[src/rtl/matrix_led_pkg.sv]
// Shared types for the 8x8 LED matrix row-scan controller.
// Row pattern/index types and the buffer-swap FSM encoding.
package matrix_led_pkg;

   localparam int MATRIX_ROWS = 8;
   localparam int MATRIX_COLS = 8;

   typedef logic [7:0] matrix_row_t;
   typedef logic [2:0] matrix_row_idx_t;

   typedef enum logic {
      SWAP_IDLE,
      SWAP_PENDING
   } swap_state_t;

   function automatic matrix_row_t row_strobe(input matrix_row_idx_t idx);
      return matrix_row_t'(1) << idx;
   endfunction

endpackage

[src/rtl/matrix_row_timer.sv]
// Row-slot timer: counts each slot, opens the on-window and steps the
// row index mid-guard so the strobe change is hidden by blanking.
module matrix_row_timer
   import matrix_led_pkg::*;
#(
   parameter int ROW_PERIOD = 27000,
   parameter int GUARD      = 540
) (
   input  logic            i_clock,
   input  logic            i_reset,
   output logic            o_row_en,
   output logic            o_advance,
   output matrix_row_idx_t o_row_idx
);

   localparam int CW = (ROW_PERIOD > 1) ? $clog2(ROW_PERIOD) : 1;
   localparam logic [CW-1:0] CNT_LAST = CW'(ROW_PERIOD - 1);
   localparam logic [CW-1:0] CNT_ON   = CW'(ROW_PERIOD - GUARD);
   localparam logic [CW-1:0] CNT_ADV  = CW'(ROW_PERIOD - GUARD / 2);

   logic [CW-1:0]   r_cnt;
   matrix_row_idx_t r_row_idx;
   logic            w_wrap;
   logic            w_advance;

   assign w_wrap    = (r_cnt == CNT_LAST);
   assign w_advance = (r_cnt == CNT_ADV);

   always_ff @(posedge i_clock) begin
      if (i_reset) begin
         r_cnt     <= '0;
         r_row_idx <= '0;
      end else begin
         r_cnt <= w_wrap ? '0 : r_cnt + 1'b1;
         if (w_advance) begin
            r_row_idx <= r_row_idx + 1'b1;
         end
      end
   end

   assign o_row_en  = (r_cnt < CNT_ON);
   assign o_advance = w_advance;
   assign o_row_idx = r_row_idx;

endmodule

[src/rtl/matrix_scan_controller.sv]
// 8x8 LED matrix row-scan controller with tear-free frame swaps.
// MATRIX_SCAN_DOUBLE_BUFFER_EN selects double buffering; else single buffer.
module matrix_scan_controller
   import matrix_led_pkg::*;
#(
   parameter int ROW_PERIOD = 27000,
   parameter int GUARD      = 540
) (
   input  logic        clock,
   input  logic        reset,
   input  logic        wr_valid,
   output logic        wr_ready,
   input  logic [2:0]  wr_row,
   input  logic [7:0]  wr_data,
   input  logic        swap_req,
   output logic        swap_done,
   output logic        frame_start,
   output logic [7:0]  d,
   output logic [7:0]  row
);

   logic            w_row_en;
   logic            w_advance;
   matrix_row_idx_t w_row_idx;
   logic            w_boundary;
   logic            w_wr_fire;
   logic            w_swap_now;

   swap_state_t r_state;
   logic        r_swap_done;
   logic        r_frame_start;

   matrix_row_timer #(
      .ROW_PERIOD (ROW_PERIOD),
      .GUARD      (GUARD)
   ) u_timer (
      .i_clock   (clock),
      .i_reset   (reset),
      .o_row_en  (w_row_en),
      .o_advance (w_advance),
      .o_row_idx (w_row_idx)
   );

   assign w_boundary = w_advance && (w_row_idx == 3'd7);
   assign w_wr_fire  = wr_valid && wr_ready;
   assign w_swap_now = (r_state == SWAP_PENDING) && w_boundary;

   // A request landing on a boundary in IDLE waits for the next one.
   always_ff @(posedge clock) begin
      if (reset) begin
         r_state       <= SWAP_IDLE;
         r_swap_done   <= 1'b0;
         r_frame_start <= 1'b0;
      end else begin
         r_swap_done   <= w_swap_now;
         r_frame_start <= w_boundary;
         unique case (r_state)
            SWAP_IDLE: begin
               if (swap_req) begin
                  r_state <= SWAP_PENDING;
               end
            end
            SWAP_PENDING: begin
               if (w_boundary) begin
                  r_state <= SWAP_IDLE;
               end
            end
         endcase
      end
   end

`ifdef MATRIX_SCAN_DOUBLE_BUFFER_EN
   matrix_row_t r_buf_a [MATRIX_ROWS];
   matrix_row_t r_buf_b [MATRIX_ROWS];
   logic        r_front_sel;

   // r_front_sel low shows A; writes always land in the hidden buffer.
   always_ff @(posedge clock) begin
      if (reset) begin
         for (int i = 0; i < MATRIX_ROWS; i++) begin
            r_buf_a[i] <= '0;
            r_buf_b[i] <= '0;
         end
         r_front_sel <= 1'b0;
      end else begin
         if (w_wr_fire) begin
            if (r_front_sel) begin
               r_buf_a[wr_row] <= wr_data;
            end else begin
               r_buf_b[wr_row] <= wr_data;
            end
         end
         if (w_swap_now) begin
            r_front_sel <= ~r_front_sel;
         end
      end
   end

   assign wr_ready = (r_state == SWAP_IDLE);
   assign d        = r_front_sel ? r_buf_b[w_row_idx] : r_buf_a[w_row_idx];
`else
   matrix_row_t r_buf [MATRIX_ROWS];

   always_ff @(posedge clock) begin
      if (reset) begin
         for (int i = 0; i < MATRIX_ROWS; i++) begin
            r_buf[i] <= '0;
         end
      end else if (w_wr_fire) begin
         r_buf[wr_row] <= wr_data;
      end
   end

   assign wr_ready = 1'b1;
   assign d        = r_buf[w_row_idx];
`endif

   assign row         = w_row_en ? row_strobe(w_row_idx) : '0;
   assign swap_done   = r_swap_done;
   assign frame_start = r_frame_start;

endmodule

[config.mk]
export PLATFORM = sky130hd
export DESIGN_NAME = matrix_scan_controller
export DESIGN_NICKNAME = d
export VERILOG_FILES = /design/src/rtl/matrix_led_pkg.sv /design/src/rtl/matrix_row_timer.sv /design/src/rtl/matrix_scan_controller.sv
export SDC_FILE = /design/constraint.sdc
export NUM_CORES = 1
export LEC_CHECK = 0
export ABC_AREA = 1
export BUFFER_PORTS_ARGS = -buffer_cell sky130_fd_sc_hd__buf_2
export CAP_MARGIN = 25
export CORE_ASPECT_RATIO = 0.6
export CORE_MARGIN = 1.5
export CORE_UTILIZATION = 45
export CTS_CLUSTER_DIAMETER = 80
export CTS_CLUSTER_SIZE = 10
export DETAILED_ROUTE_END_ITERATION = 6
export PLACE_DENSITY = 0.6
export REMOVE_ABC_BUFFERS = 1
export SETUP_SLACK_MARGIN = 0.1
export SYNTH_ARGS = -nofsm -noshare
export SYNTH_HDL_FRONTEND = slang
export SYNTH_SLANG_ARGS = --single-unit
[constraint.sdc]
create_clock -name clock -period 1.6 [get_ports clock]
set_input_delay 0.16 -clock clock [delete_from_list [all_inputs] [get_ports clock]]
set_output_delay 0.16 -clock clock [all_outputs]
set_load 0.01 [all_outputs]
# Word-level counts from Yosys, hierarchy flattened
# Memories as Yosys holds them, arrays and structs flattened. A register that Yosys moved wholly into a read port is not among the register bits.
# Index checks and enable logic that the tools add are counted.
# word_totals
regBits	21
ram_bits	64
word_cells	32
memories	1
# memory_table
name	depth	word_bits	read_ports	rd_ports_with_merged_regs	write_ports	line	rtl
r_buf	8	8	1	1	8	matrix_scan_controller.sv:102	matrix_row_t r_buf [MATRIX_ROWS];
# classes
add_sub_neg	2
order_cmp	1
n_eq_ne	3
shift	1
mux	14
bitwise	1
reduce_logical	4
# ops
operator	count
equality test 15 bit, second input constant	2
two-way mux 8 bit	2
adder 15 x 1 -> 15 bit, second input constant	1
< comparator 15 bit, second input constant	1
two-way mux 3 bit	3
two-way mux 1 bit	8
OR reduction 8 bit	1
left shift 1 x 3 -> 8 bit, first input constant	1
adder 3 x 1 -> 3 bit, second input constant	1
equality test 3 bit, second input constant	1
logical AND 1 bit	2
case mux 1 bit (2 select lines)	1
OR reduction 2 bit	1
inverter 1 bit	1

# Longest topological paths before layout
# Gate-level depths: netlist of run 1.
# depth
word_depth	5
depth_mapped	9
depth_no_buf	9

# Hierarchy
# Synthesis of run 1 repeated with hierarchy kept, for this count alone.
# unflattened
cells_unflattened	535
hier_area_um2	4367.9
# by_module_without_submodules
mod	instances	cells_per_inst	area_per_inst_um2
matrix_scan_controller	1	372	3285.7
matrix_row_timer	1	163	1082.3

# Worst setup path after synthesis of run 1
# Ideal clock, no wire load.
# synth_timing
path_type	input port to flip-flop
from	input reset
to	memory r_buf[0][0] (netlist bit), enable pin
arrival_ns	0.891
required_time_ns	1.271
slack_ns	0.380
path_stages	5
n_path_buf	0
cell_sequence	inv_2 > nand2_1 > nor2_1 > nand2_1 > nand2_1
# synth_rtl
item	line	rtl
start, declared	matrix_scan_controller.sv:10	input logic reset,
end, declared	matrix_scan_controller.sv:102	

==> run_results.csv, run 1 <==
group,metric,value,unit
yosys,synth_cells,476,
worst_setup_path,crit_chain,"buf_6, buf_8, o21ai_2, o22ai_2, nand2_1, nand2_1, buf_2",
detailed_routing,drc,0,
detailed_routing,route.vias.total,3501,
worst_setup_path,r2r_cells,6,
place,dp.cells,624,
place,placed_area,4530,µm²
finish,mostFrequentLayoutCells,"nor2_1, nand2_1, edfxtp_1",
cts,htree_levels,3,
cts,worstSkewPairLatency,0.34,ns
cts,cts_hold_buf,0,
global_route,grtUsageTotal,21.8,%
worst_setup_path,max_stage_delay,0.39,ns
sta,fmax,595,MHz
global_route,antenna_found_initial,0,
cts,ctsRootBufferMaster,"clkbuf_16",
finish,layout_commonest_cell,"nor2_1",
sta,rsz0062_at_grt,"true",
sta,setup_viol,7,
worst_setup_path,slowest_stage,"dfxtp_4",
min_path,hp-start,"reset",
detailed_routing,routed_wl,10400,µm
status,run_status,"finished with violations",
worst_setup_path,cp_max_fo,8,
worst_setup_path,endpoint_kind,"primary output",
cts,cts_tree,"yes",
die,die_area,9850,µm²
min_path,min_to,"r_state$_SDFF_PP0_",
global_route,grt_overflow_total,0,
sta,finClkSkew,0.00534,ns
cts,path_clk_slew,0.06,ns
detailed_routing,wl_per_cell,15.8,µm
worst_setup_path,critPathLaunchType,"flop",
finish,fin_cells,655,
die,die_h,77.5,µm
global_route,grt_pass1_vias,3150,
die,num_rows,26,
yosys,yosys_warnings,0,
cts,clockBufferDepth,2,
power,power,0.00493,W
place,port_buffers,32,
sta,hold_viol,0,
global_route,grt_pass1_wl,16200,µm
yosys,synth_area_per_cell,8.74,µm²
die,die_w,127,µm
yosys,ys_seq_area_share,57.7,%
worst_setup_path,reg2reg_setup_slack,0.20,ns
worst_setup_path,critPathTopFamily,"buffers and inverters",
worst_setup_path,critPathKind,"reg2out",
detailed_routing,drt_pass1_iterations,5,
worst_setup_path,worst-path-buf-inv,3,
worst_setup_path,crit_arrival,1.52,ns
yosys,ys_ff_latch,88,
sta,timing.final.ws_setup,-0.0796,ns
yosys,synthDistinctLibCells,25,
status,violations,"setup timing",
sta,period_minus_slack,1.68,ns
detailed_routing,drt_iter0_markers,309,
power,leakage,2.10,nW
place,hpwl,7080,µm
detailed_routing,vias_per_cell,5.35,
place,finalWeightedCongestion,0.837,
finish,antennaDiodeCount,0,
finish,syn_to_final_growth,25.0,%
finish,post-route-util,59.4,%
global_route,grt_max_degree,17,
power,power_density,947,nW/µm²
die,core_area,8750,µm²
sta,period_share,105,%
min_path,whs_path_depth,4,
worst_setup_path,rr_startpoint,"u_timer.r_cnt[0]$_SDFF_PP0_",
yosys,yosysTopAreaCell,"edfxtp_1",
cts,clock_sinks,88,
yosys,synthTopCellsByArea,"edfxtp_1, nor2_1, dfxtp_1, nand2_1, o21ai_0",
flow_run,cap_violations,0,
finish,fin_nets,561,
worst_setup_path,cp.required,1.44,ns
worst_setup_path,path_common_cell,"nand2_1",
worst_setup_path,r2r-end,"u_timer.r_cnt[10]$_SDFF_PP0_",
finish,fillers,754,
yosys,synth_area,4160,µm²
sta,maxSlewViolCount,0,
place,pre_cts_slack,0.0675,ns
cts,cts-buffers-inserted,9,
finish,drive_gt1_share,26.2,%
yosys,synth_top_area_share,46.2,%
die,initial_utilization,47.5,%
detailed_routing,antenna_left,0,
die,io_pins,34,
finish,design_area,5200,µm²
power,ir_drop,535,µV
min_path,hp-class,"in2reg",
==> per-layer routing <==
metal	routed length, µm	track usage, %
met3	715	6.00
met5	0	0
met2	4110	28.6
met4	132	6.59
met1	5410	34.4
==> flip-flops by register name, summed over array words and instances (netlist names), named ones only <==
register           count
swap_done              1
frame_start            1
u_timer.o_row_idx      3
r_state                1
u_timer.r_cnt         15
r_buf                 64
==> final cells by class <==
| cell class | instances | area (µm²) | share of cell area (%) |
|---|---|---|---|
| timing repair buffer | 63 | 482 | 9.26 |
| sequential | 88 | 2440 | 46.9 |
| inverter | 42 | 166 | 3.20 |
| multi-input combinational | 334 | 1670 | 32.2 |
| clock buffer | 10 | 229 | 4.40 |
| clock inverter | 6 | 68.8 | 1.32 |
| tap | 112 | 140 | 2.69 |
==> where the power goes <==
group,switching [W],internal [W],leakage [nW]
combinational,0.000170,0.0000737,1.14
sequential,0.0000441,0.00254,0.818
clock,0.000877,0.00122,0.143
total,0.00109,0.00384,2.10
==> cells by family (layout without fill, tap and decap cells) <==
family / count (synthesis) / after routing / synth area share (%)
adder cells (fa/ha/maj): 8 / 8 / 2.41
AND/OR/NAND/NOR: 265 / 265 / 26.2
XOR/XNOR: 7 / 7 / 1.47
AO/OA/AOI/OAI: 53 / 53 / 6.86
buffers and inverters: 54 / 121 / 5.26
flip-flops: 88 / 88 / 57.7
other: 1 / 1 / 0.0901
==> what timing repair did <==
item	in CTS	in global routing
setup endpoints to repair	16	35
gates cloned	3	0
resized for setup	70	34
setup buffers	10	2
pin swaps	10	15
==> worst max path at each step <==
stage               startpoint   end  slack, ns  depth (start not counted)
floorplan                 flop  d[0]      -0.03                          5
global placement          flop  d[5]       0.05                          6
detailed placement        flop  d[2]       0.07                          7
CTS                       flop  d[1]      -0.06                          7
global route              flop  d[1]      -0.15                          7
finish                    flop  d[5]      -0.08                          7
==> worst register-to-register path, delay by kind of cell (launching register included) <==
family / cells / cell delay, ns
adders and majority gates: 1 / 0.25
xor gates and xnor gates: 1 / 0.19
and+or+nand+nor: 4 / 0.48
DFF: 1 / 0.37
==> stage by stage <==
step / TNS [ns] / hold WS [ns]
2_1_floorplan: -0.249 / 0.308
3_3_place_gp: 0 / 0.430
3_5_place_dp: 0 / 0.442
4_1_cts: -0.351 / 0.0797
5_1_grt: -1.19 / 0.126
6_report: -0.396 / 0.0829
==> synthesized netlist by cell type, drive strengths merged <==
| cell | n |
|---|---|
| a21oi | 4 |
| buf | 5 |
| clkbuf | 7 |
| conb | 1 |
| dfxtp | 24 |
| edfxtp | 64 |
| ha | 8 |
| inv | 42 |
| nand2 | 92 |
| nand3 | 12 |
| nand3b | 1 |
| nand4 | 7 |
| nor2 | 153 |
| o21ai | 33 |
| o22ai | 16 |
| xnor2 | 1 |
| xor2 | 6 |
(Power assumes the default switching activity.)
==> inputs of run 2 (changes only) <==
--- a/config.mk
+++ b/config.mk
@@ -10,11 +10,11 @@
 export CAP_MARGIN = 25
 export CORE_ASPECT_RATIO = 0.6
 export CORE_MARGIN = 1.5
-export CORE_UTILIZATION = 45
+export CORE_UTILIZATION = 59
 export CTS_CLUSTER_DIAMETER = 80
 export CTS_CLUSTER_SIZE = 10
 export DETAILED_ROUTE_END_ITERATION = 6
-export PLACE_DENSITY = 0.6
+export PLACE_DENSITY = 0.76
 export REMOVE_ABC_BUFFERS = 1
 export SETUP_SLACK_MARGIN = 0.1
 export SYNTH_ARGS = -nofsm -noshare
==> run_results.csv, run 2 (same netlist as run 1, synthesis figures left out) <==
group,metric,value,unit
cts,cts_tree,"yes",
cts,htree_levels,3,
die,core_area,6730,µm²
die,die_h,68.0,µm
finish,syn_to_final_growth,25.9,%
place,port_buffers,32,
sta,fin_setup_tns,-0.273,ns
finish,fin_cells,627,
sta,finClkSkew,0.00751,ns
finish,drive_gt1_share,28.5,%
sta,maxSlewViolCount,0,
worst_setup_path,critPathLaunchType,"flop",
sta,fmax,600,MHz
worst_setup_path,reg2reg_setup_slack,0.21,ns
cts,ctsRootBufferMaster,"clkbuf_16",
place,pre_cts_slack,0.148,ns
worst_setup_path,cp_max_fo,10,
cts,clockBufferDepth,2,
detailed_routing,route.vias.total,3605,
sta,timing.final.ws_setup,-0.0655,ns
detailed_routing,vias_per_cell,5.75,
status,run_status,"finished with violations",
detailed_routing,routed_wl,11100,µm
sta,period_share,104,%
finish,regMostFlops,"r_buf",
power,power,0.00471,W
power,power_density,898,nW/µm²
cts,worstSkewPairLatency,0.35,ns
power,ir_drop,1010,µV
place,dp.cells,600,
worst_setup_path,crit_chain,"inv_8, buf_16, o21ai_1, o22ai_1, nand2_1, nand2_1, buf_2",
global_route,grtUsageTotal,30.1,%
worst_setup_path,critPathTopFamily,"buffers and inverters",
power,leakage,2.09,nW
die,die_w,111,µm
die,num_rows,23,
status,violations,"setup timing",
cts,cts_hold_buf,0,
global_route,grt_max_degree,16,
detailed_routing,drc,0,
detailed_routing,wl_per_cell,17.7,µm
min_path,hp-class,"in2reg",
die,io_pins,34,
sta,period_minus_slack,1.67,ns
worst_setup_path,max_stage_delay,0.38,ns
worst_setup_path,slowest_stage,"dfxtp_4",
sta,hold_viol,0,
detailed_routing,drt_pass1_iterations,6,
cts,clock_sinks,88,
sta,rsz0062_at_grt,"true",
place,finalWeightedCongestion,0.899,
worst_setup_path,endpoint_kind,"primary output",
finish,mostFrequentLayoutCells,"nor2_1, nand2_1, edfxtp_1",
finish,antennaDiodeCount,0,
min_path,hp-start,"reset",
finish,fin_nets,558,
detailed_routing,drt_iter0_markers,449,
global_route,grt_overflow_total,0,
die,die_area,7580,µm²
global_route,antenna_found_initial,0,
worst_setup_path,r2r-end,"u_timer.o_row_idx[0]$_SDFFE_PP0N_",
cts,path_clk_slew,0.06,ns
min_path,whs_path_depth,4,
global_route,grt_pass1_wl,16700,µm
min_path,min_to,"r_state$_SDFF_PP0_",
finish,post-route-util,77.8,%
global_route,grt_pass1_vias,3305,
worst_setup_path,crit_arrival,1.51,ns
flow_run,cap_violations,0,
worst_setup_path,rr_startpoint,"u_timer.r_cnt[2]$_SDFF_PP0_",
die,initial_utilization,61.8,%
worst_setup_path,path_common_cell,"nand2_1",
worst_setup_path,r2r_cells,9,
place,hpwl,6900,µm
worst_setup_path,cp.required,1.44,ns
cts,cts-buffers-inserted,9,
worst_setup_path,critPathKind,"reg2out",
worst_setup_path,worst-path-buf-inv,3,
finish,layout_commonest_cell,"nor2_1",
detailed_routing,antenna_left,0,
sta,setup_viol,12,
finish,largest_reg_flops,64,
-- run 2: cell types whose count changed in the layout (fill, tap and decap cells not counted), sizes merged --
| cell | previous run | this run |
|---|---|---|
| buf | 63 | 60 |
| bufinv | 1 | 0 |
| clkinv | 3 | 6 |
| clkinvlp | 2 | 0 |
-- run 2: how the worst max path moves through the flow --
stage	cells past startpoint	startpoint	end
after global routing	7	flop	d[6]
after global placement	6	reset	r_buf[7][2]$_SDFFCE_PN0P_
after CTS	7	flop	d[1]
after detailed placement	6	reset	r_buf[3][7]$_SDFFCE_PN0P_
final	7	flop	d[6]
after floorplan	5	flop	d[0]
-- run 2: layer usage --
layer	routed length, µm	vias to the layer above	GRT usage (%)
met5	0	-	0
met4	155	0	8.54
met3	1340	20	13.4
met2	4790	195	43.9
met1	4800	1715	41.0
li1	-	1675	-
-- run 2: worst register-to-register path: stages (launching register included) --
cell and delay, ns:
dfxtp_4 0.35, buf_4 0.15, inv_1 0.07, nand2_1 0.07, nor2_1 0.11, nand2_1 0.10, nor2_4 0.21, nand2_1 0.09
nand2_2 0.08, nor2_1 0.04
-- run 2: cell type report --
cell class	instances	area, µm²
clock buffers	10	229
clock inverters	6	26.3
fillers	432	1500
inverters	42	165
multi-input cells	334	1750
flip-flops and latches	88	2440
well taps	87	109
repair buffers	60	514
-- run 2: power breakdown --
| group | leakage [nW] | switching (W) | internal (W) |
|---|---|---|---|
| logic | 1.15 | 0.000169 | 0.0000767 |
| registers | 0.818 | 0.0000523 | 0.00255 |
| clock network | 0.129 | 0.000834 | 0.00103 |
-- run 2: repair_timing --
action / in CTS / in global routing
cloned: 4 / 0
setup endpoints to repair: 16 / 38
buffers inserted: 7 / 0
resized for setup: 94 / 37
pin swaps: 26 / 10
-- run 2: stage by stage --
step / area [µm²] / hold WS [ns]
final: 5240 / 0.0971
after global routing: 5240 / 0.111
after CTS: 5140 / 0.0948
after detailed placement: 4510 / 0.450
after global placement: 4510 / 0.434
after floorplan: 4100 / 0.308
==> inputs of run 3 (changes only) <==
--- a/config.mk
+++ b/config.mk
@@ -10,11 +10,11 @@
 export CAP_MARGIN = 25
 export CORE_ASPECT_RATIO = 0.6
 export CORE_MARGIN = 1.5
-export CORE_UTILIZATION = 59
+export CORE_UTILIZATION = 35
 export CTS_CLUSTER_DIAMETER = 80
 export CTS_CLUSTER_SIZE = 10
 export DETAILED_ROUTE_END_ITERATION = 6
-export PLACE_DENSITY = 0.76
+export PLACE_DENSITY = 0.48
 export REMOVE_ABC_BUFFERS = 1
 export SETUP_SLACK_MARGIN = 0.1
 export SYNTH_ARGS = -nofsm -noshare
==> run_results.csv, run 3 (same netlist as run 1, synthesis figures left out) <==
group,metric,value,unit
sta,maxSlewViolCount,0,
status,run_status,"finished with violations",
cts,clock_sinks,88,
detailed_routing,drt_iter0_markers,284,
global_route,antenna_found_initial,0,
cts,worstSkewPairLatency,0.33,ns
finish,regMostFlops,"r_buf",
sta,hold_viol,0,
min_path,hp-class,"in2reg",
detailed_routing,routed_wl,11600,µm
die,num_rows,30,
worst_setup_path,critPathLaunchType,"flop",
place,finalWeightedCongestion,0.809,
worst_setup_path,crit_chain,"clkinvlp_4, o21ai_1, o22ai_2, nand2_1, nand2_1, buf_2",
die,die_h,87.5,µm
sta,hold_ws,0.108,ns
die,io_pins,34,
sta,rsz0062_at_grt,"true",
global_route,grt_pass1_wl,18000,µm
sta,period_share,106,%
finish,drive_gt1_share,25.8,%
detailed_routing,vias_per_cell,4.93,
power,ir_drop,571,µV
global_route,grt_overflow_total,0,
place,dp.cells,672,
status,violations,"setup timing",
detailed_routing,drc,0,
power,power_density,921,nW/µm²
cts,htree_levels,3,
detailed_routing,route.vias.total,3446,
cts,ctsRootBufferMaster,"clkbuf_16",
finish,fin_nets,557,
place,hpwl,7790,µm
sta,period_minus_slack,1.70,ns
detailed_routing,drt_pass1_iterations,5,
finish,mostFrequentLayoutCells,"nor2_1, nand2_1, edfxtp_1",
die,die_area,12600,µm²
die,core_area,11400,µm²
sta,finClkSkew,0.00759,ns
worst_setup_path,max_stage_delay,0.40,ns
cts,cts_hold_buf,0,
worst_setup_path,cp_max_fo,8,
die,die_w,144,µm
detailed_routing,wl_per_cell,16.5,µm
cts,clockBufferDepth,2,
place,port_buffers,32,
finish,antennaDiodeCount,0,
cts,path_clk_slew,0.06,ns
cts,cts_tree,"yes",
sta,timing.final.ws_setup,-0.103,ns
worst_setup_path,crit_arrival,1.54,ns
finish,layout_commonest_cell,"nor2_1",
power,leakage,2.09,nW
worst_setup_path,endpoint_kind,"primary output",
finish,fin_cells,699,
sta,fmax,587,MHz
die,initial_utilization,36.3,%
sta,fin_setup_tns,-0.717,ns
cts,cts-buffers-inserted,9,
worst_setup_path,path_common_cell,"nand2_1",
worst_setup_path,critPathKind,"reg2out",
worst_setup_path,slowest_stage,"dfxtp_4",
detailed_routing,antenna_left,0,
global_route,grt_pass1_vias,3198,
finish,syn_to_final_growth,27.8,%
finish,largest_reg_flops,64,
sta,setup_viol,11,
worst_setup_path,cp.required,1.44,ns
global_route,grtUsageTotal,19.5,%
global_route,grt_max_degree,17,
flow_run,cap_violations,0,
place,pre_cts_slack,0.0710,ns
==> run 3: area by class of cell <==
class / count / area [µm²]
Timing Repair inverter: 1 / 7.51
Multi-Input combinational cell: 334 / 1680
Clock buffer: 14 / 287
Sequential cell: 88 / 2440
Clock inverter: 2 / 11.3
Inverter: 42 / 171
Fill cell: 1113 / 6130
Tap cell: 160 / 200
Timing Repair Buffer: 58 / 513
==> run 3: layer usage <==
layer  GRT usage [%]  part of all wire, %  vias to the layer above  wire length (µm)
li1                -                    -                     1678                 -
met1            31.8                   54                     1634              6270
met2            25.0                   38                      126              4350
met3            4.62                  7.4                        8               852
met4            4.17                 0.66                        0                76
met5               0                    0                        -                 0
==> run 3: through the flow <==
step           util, %  instance area (µm²)  power, W
2_1_floorplan        -                 4100   0.00276
3_3_place_gp      40.2                 4600   0.00288
3_5_place_dp      40.2                 4600   0.00288
4_1_cts           45.0                 5160   0.00494
5_1_grt           46.4                 5320   0.00508
6_report          46.4                 5320   0.00489
==> run 3: power by group <==
group,internal (W),switching (W),total (W),leakage (nW)
clock,0.00124,0.000812,0.00205,0.141
sequential,0.00254,0.0000470,0.00259,0.818
combinational,0.0000733,0.000179,0.000253,1.13
==> run 3: critical path: cells and delay by family (launching register included) <==
kind                   cells  cell delay [ns]
AOI/OAI and AO/OA          2             0.28
DFF                        1             0.40
buffers and inverters      2             0.37
and+or+nand+nor            2             0.15
==> run 3: repair_timing <==
action | in CTS | in global routing
resized for setup | 64 | 36
pin swaps | 3 | 15
endpoints found under the hold margin | 0 | 0
endpoints found under the setup margin | 16 | 38
gates cloned | 4 | 2
buffers inserted | 4 | 1
==> run 3: final timing paths <==
check,startpoint,endpoint,slack (ns),cells after the start
setup reg to reg,u_timer.r_cnt[0]$_SDFF_PP0_,u_timer.r_cnt[10]$_SDFF_PP0_,0.24,6
setup / recovery,flop,d[5],-0.10,6
hold / removal,reset,r_state$_SDFF_PP0_,0.11,4
hold reg to reg,r_state$_SDFF_PP0_,swap_done$_SDFF_PP0_,0.46,2
